$ cat src/rtl/timer_pkg.sv
// Shared definitions for the mm:ss countdown timer: state encoding, digit limits
// and the BCD helpers used by the controller.
package timer_pkg;

    typedef enum logic [1:0] {
        ST_IDLE    = 2'd0,
        ST_RUN     = 2'd1,
        ST_PAUSE   = 2'd2,
        ST_EXPIRED = 2'd3
    } state_t;

    localparam logic [3:0] SEC_TENS_MAX = 4'd5;
    localparam logic [3:0] DIGIT_MAX    = 4'd9;

    // Clamp a {tens,units} BCD byte into a displayable value.
    function automatic logic [7:0] bcd_sanitise(input logic [7:0] value,
                                                input logic [3:0] tens_max);
        logic [3:0] tens;
        logic [3:0] units;
        tens  = value[7:4];
        units = value[3:0];
        if (units > DIGIT_MAX) units = DIGIT_MAX;
        if (tens > tens_max)   tens  = tens_max;
        return {tens, units};
    endfunction

    // One-second decrement of {min_tens,min_units,sec_tens,sec_units}.
    // Never called on 00:00, so the minutes tens digit cannot underflow.
    function automatic logic [15:0] bcd_decrement(input logic [15:0] mmss);
        logic [3:0] mt, mu, st, su;
        {mt, mu, st, su} = mmss;
        if (su != 4'd0) begin
            su = su - 4'd1;
        end else begin
            su = DIGIT_MAX;
            if (st != 4'd0) begin
                st = st - 4'd1;
            end else begin
                st = SEC_TENS_MAX;
                if (mu != 4'd0) begin
                    mu = mu - 4'd1;
                end else begin
                    mu = DIGIT_MAX;
                    mt = mt - 4'd1;
                end
            end
        end
        return {mt, mu, st, su};
    endfunction

endpackage

$ cat src/rtl/tick_gen.sv
// One-second prescaler: counts while enabled, wraps at TICK_DIV-1 and strobes
// tick for that cycle. The count is held while disabled so a pause keeps the
// partial second.
module tick_gen #(
    parameter int TICK_DIV = 50000000,
    parameter int CNT_W    = 32
) (
    input  logic clock,
    input  logic reset,
    input  logic en,
    input  logic clr,
    output logic tick
);

    localparam logic [CNT_W-1:0] CNT_MAX = CNT_W'(TICK_DIV - 1);

    logic [CNT_W-1:0] cnt_reg;

    assign tick = en && (cnt_reg == CNT_MAX);

    always_ff @(posedge clock or negedge reset) begin
        if (!reset) begin
            cnt_reg <= '0;
        end else if (clr) begin
            cnt_reg <= '0;
        end else if (en) begin
            cnt_reg <= tick ? '0 : cnt_reg + 1'b1;
        end
    end

endmodule

$ cat src/rtl/countdown_timer_ctrl.sv
// Mm:ss countdown controller: load/run/pause/expiry sequencing around the 1 s
// prescaler, with the remaining time kept as four BCD digits.
module countdown_timer_ctrl
    import timer_pkg::*;
#(
    parameter int TICK_DIV = 50000000,
    parameter int CNT_W    = 32
) (
    input  logic       clock,
    input  logic       reset,
    input  logic       start,
    input  logic       pause,
    input  logic       clear,
    input  logic [7:0] load_min,
    input  logic [7:0] load_sec,
    output logic [7:0] min_bcd,
    output logic [7:0] sec_bcd,
    output logic [1:0] state,
    output logic       tick,
    output logic       done,
    output logic       alarm
);

    state_t      state_reg, state_next;
    logic [7:0]  min_reg, min_next;
    logic [7:0]  sec_reg, sec_next;
    logic        done_reg, done_next;
    logic        alarm_reg;
    logic [7:0]  load_min_s;
    logic [7:0]  load_sec_s;
    logic [15:0] dec_value;

    assign load_min_s = bcd_sanitise(load_min, DIGIT_MAX);
    assign load_sec_s = bcd_sanitise(load_sec, SEC_TENS_MAX);
    assign dec_value  = bcd_decrement({min_reg, sec_reg});

    // Prescaler is parked at zero in IDLE so a fresh start always gets a full second.
    tick_gen #(
        .TICK_DIV (TICK_DIV),
        .CNT_W    (CNT_W)
    ) u_tick_gen (
        .clock (clock),
        .reset (reset),
        .en    (state_reg == ST_RUN),
        .clr   (clear || (state_reg == ST_IDLE)),
        .tick  (tick)
    );

    always_ff @(posedge clock or negedge reset) begin
        if (!reset) begin
            state_reg <= ST_IDLE;
            min_reg   <= '0;
            sec_reg   <= '0;
            done_reg  <= 1'b0;
            alarm_reg <= 1'b0;
        end else begin
            state_reg <= state_next;
            min_reg   <= min_next;
            sec_reg   <= sec_next;
            done_reg  <= done_next;
            alarm_reg <= (state_next == ST_EXPIRED);
        end
    end

    always_comb begin
        state_next = state_reg;
        min_next   = min_reg;
        sec_next   = sec_reg;
        done_next  = 1'b0;
        case (state_reg)
            ST_IDLE: begin
                min_next = load_min_s;
                sec_next = load_sec_s;
                if (!clear && !pause && start && ({load_min_s, load_sec_s} != 16'h0000))
                    state_next = ST_RUN;
            end
            ST_RUN: begin
                if (clear) begin
                    state_next = ST_IDLE;
                end else if (tick) begin
                    // Decrement is applied even when pause arrives on the same cycle.
                    {min_next, sec_next} = dec_value;
                    if (dec_value == 16'h0000) begin
                        state_next = ST_EXPIRED;
                        done_next  = 1'b1;
                    end else if (pause) begin
                        state_next = ST_PAUSE;
                    end
                end else if (pause) begin
                    state_next = ST_PAUSE;
                end
            end
            ST_PAUSE: begin
                if (clear)
                    state_next = ST_IDLE;
                else if (!pause && start)
                    state_next = ST_RUN;
            end
            ST_EXPIRED: begin
                if (clear)
                    state_next = ST_IDLE;
            end
            default: state_next = ST_IDLE;
        endcase
    end

    assign min_bcd = min_reg;
    assign sec_bcd = sec_reg;
    assign state   = state_reg;
    assign done    = done_reg;
    assign alarm   = alarm_reg;

endmodule

$ cat config.mk
export PLATFORM = sky130hd
export DESIGN_NAME = countdown_timer_ctrl
export DESIGN_NICKNAME = d
export VERILOG_FILES = /design/src/rtl/timer_pkg.sv /design/src/rtl/tick_gen.sv /design/src/rtl/countdown_timer_ctrl.sv
export SDC_FILE = /design/constraint.sdc
export NUM_CORES = 1
export LEC_CHECK = 0
export CAP_MARGIN = 20
export CORE_MARGIN = 2
export CORE_UTILIZATION = 54
export DETAILED_ROUTE_END_ITERATION = 10
export PLACE_DENSITY = 0.78
export SLEW_MARGIN = 30
export SYNTH_ARGS = -nofsm -noshare
export SYNTH_HDL_FRONTEND = slang
export SYNTH_SLANG_ARGS = --single-unit
$ cat constraint.sdc
create_clock -name clock -period 3 [get_ports clock]
set_clock_uncertainty 0.1 [all_clocks]
set_input_delay 0.3 -clock clock [delete_from_list [all_inputs] [get_ports clock]]
set_output_delay 0.3 -clock clock [all_outputs]
set_load 0.005 [all_outputs]
==> run_results.csv <==
group,metric,value,unit
run_status,status,"completed",
yosys,post-synth-top-area-fraction,0.4119,
route,viasPerCell,6.236,
sta,fmax,0.3415,GHz
route,wl_per_cell,17.21,µm
placement,place_congestion,0.9365,
critical_path,cp.buffers_inverters,2,
route,drt-initial-drc-count,294,
floorplan,die_w,80.49,µm
yosys,synth_area_leaders,"dfrtp_1 41%, nor2_1 7.6%, xor2_1 4.2%",
route,dr.pass1.iters,6,
critical_path,cp-start-kind,"flip-flop",
yosys,ys_seq_area_frac,0.4119,
floorplan,core,0.005574,mm²
clock_network,cts_tree,"done",
yosys,avgSynthCellArea,8.470,µm²
clock_network,root_buffer,"clkbuf_8",
power,peakVddDrop,263.9,µV
layout,largest_reg_flops,32,
yosys,syn_area,0.003159,mm²
job,cap_violations,0,
sta,setup_slack,71.32,ps
yosys,synth_edf_count,0,
global_routing,grt_antenna_before_repair,0,
min_path,hold_class,"in2async",
global_routing,overflow,0,
critical_path,cp_slowest_stage_delay,600,ps
critical_path,arrival,2530,ps
yosys,synth_seq_cells,52,
floorplan,io_pins,42,
floorplan,die_area,0.006479,mm²
yosys,yosysMostFrequentCell,"nor2_1",
sta,fin_setup_tns,0,ps
route,drc_errors,0,
yosys,synthesis.nets,396,
critical_path,cp_top_family,"simple AND/OR/NAND/NOR gates",
yosys,yosysWarnings,0,
yosys,synth_top_cell_by_area,"dfrtp_1",
layout,fin_cells,495,
critical_path,path_class,"reg2out",
sta,slew_violations,0,
global_routing,grt_max_degree,22,
critical_path,cp_max_fo,7,
route,drt_wl_total,8.520,mm
floorplan,placementRows,27,
power,power.density,377.4,mW/mm²
critical_path,critPathRequiredTime,2600,ps
clock_network,cts_inserted_buffers,5,
global_routing,grt_pass1_wl,13.69,mm
layout,final_core_utilization,0.6842,
placement,dp.cells,484,
yosys,synth-main-ff-cell,"dfrtp_1",
floorplan,start_util,0.5668,
layout,final_cell_area,0.003814,mm²
yosys,synth_commonest_cells,"64 x nor2_1, 52 x dfrtp_1, 33 x nand2_1, 21 x nand3_1, 17 x nand4_1",
critical_path,crit_chain,"or4_1, nor4_4, nand3_4, inv_1, clkdlybuf4s50_1",
critical_path,endpoint_kind,"primary output",
layout,area_growth,20.71,%
power,p_leak,1.494,nW
sta,relSlewSlack,0.5216,
sta,finalCritPeriodShare,0.9762,
yosys,synthArstFlopShare,1.000,
critical_path,critPathSlowestCell,"or4_1",
clock_network,clkTransAtPathRegs,100,ps
route,dr_total_vias,3087,
clock_network,cts_buffer_depth,2,
layout,drive_gt1_frac,0.08274,
placement,io_buffers,41,
global_routing,grt_pass1_vias,2751,
layout,diodes,0,
sta,tightest_slew,711.1,ps
layout,nFillCells,484,
clock_network,htreeDepth,2,
layout,register_area,0.001301,mm²
placement,pre_cts_ws,412.2,ps
placement,dp_hpwl,6.285,mm
floorplan,die_h,80.49,µm
layout,nets,445,
placement,place_area,0.003692,mm²
clock_network,clock-sinks,52,
clock_network,insertion_delay,310,ps
route,postRouteAntennaNets,0,
global_routing,grtUsageTotal,0.2738,
sta,hold_viol,0,
sta,finalSetupViolations,0,
layout,multi_input_area,0.001760,mm²
sta,period_minus_slack,2929,ps
yosys,synth.distinct_cells,58,
yosys,syn_inst,373,
-- path summary, 6_finish.rpt --
path,start,endpoint,slack (ps),cells past startpoint
min in group clock,min_bcd[2]$_DFFE_PN0P_,min_bcd[2]$_DFFE_PN0P_,470,1
setup / recovery,u_tick_gen.cnt_reg[10]$_DFFE_PN0P_,tick,70,5
hold / removal,reset,u_tick_gen.cnt_reg[9]$_DFFE_PN0P_,350,2
setup reg to reg,u_tick_gen.cnt_reg[10]$_DFFE_PN0P_,min_bcd[2]$_DFFE_PN0P_,330,7
max in group asynchronous,reset,sec_bcd[5]$_DFFE_PN0P_,1810,3
hold reg to reg,min_bcd[2]$_DFFE_PN0P_,min_bcd[2]$_DFFE_PN0P_,470,1
-- routing by layer --
layer | GRT usage | up-vias | share of wire
met5 | 0 | - | 0
met4 | 0.05085 | 0 | 0.011
met3 | 0.05056 | 14 | 0.086
met2 | 0.4117 | 157 | 0.44
met1 | 0.4132 | 1452 | 0.46
li1 | - | 1464 | -
-- placed cells by master (no fill, tap or decap), types with 2 or more instances in the layout --
cell / n
clkdlybuf4s50_1: 40
nand4_1: 17
a31oi_1: 9
o21ai_0: 15
buf_4: 14
or3_1: 4
a221o_1: 2
inv_1: 12
and4_1: 3
mux2i_1: 4
and3_1: 6
nor2_1: 64
nand4b_1: 2
xnor2_1: 6
a211o_1: 2
ha_1: 2
xor2_1: 15
nand3_1: 21
nand2_1: 33
nand2b_1: 4
a21oi_1: 9
or4_1: 4
nor3_1: 11
o311ai_0: 3
or2_2: 2
o21bai_1: 2
nor2b_1: 4
nor4_1: 12
clkbuf_8: 5
dfrtp_1: 52
o22ai_1: 5
nor3b_1: 4
o211ai_1: 4
-- logic make-up after synthesis --
group                      count (synthesis)  share of synthesized area
xor gates and xnor gates                  21                    0.05822
and+or+nand+nor                          202                     0.3362
DFF                                       52                     0.4119
muxes                                      4                    0.01267
adders and majority gates                  2                   0.007920
buffers and inverters                     26                    0.03089
AOI/OAI and AO/OA                         66                     0.1422
-- metrics by stage --
stage	power, mW	hold slack [ps]
2_1_floorplan	0.8801	-95.59
3_3_place_gp	1.019	168.0
3_5_place_dp	1.023	175.2
4_1_cts	1.445	376.4
5_1_grt	1.501	423.8
6_report	1.439	351.8
-- what timing repair did --
action | 4_1_cts | 5_1_grt
buffers inserted | 0 | 2
resized for setup | 0 | 0
hold buffers | 1 | 0
endpoints found under the hold margin | 18 | 0
setup endpoints to repair | 0 | 1
-- report_power, final --
group | switching [mW] | internal (mW) | leakage [nW]
registers | 0.0392 | 0.727 | 0.697
clock network | 0.255 | 0.172 | 0.0463
logic | 0.124 | 0.123 | 0.750
total | 0.417 | 1.02 | 1.49
-- cell type report --
| type | instances | area share |
|---|---|---|
| inverters | 12 | 0.01181 |
| repair buffers | 56 | 0.1365 |
| clock inverters | 3 | 0.007218 |
| multi-input cells | 295 | 0.4616 |
| flip-flops and latches | 52 | 0.3412 |
| clock buffers | 5 | 0.01804 |
| well taps | 72 | 0.02362 |
Power figures use the tool's default switching activity.
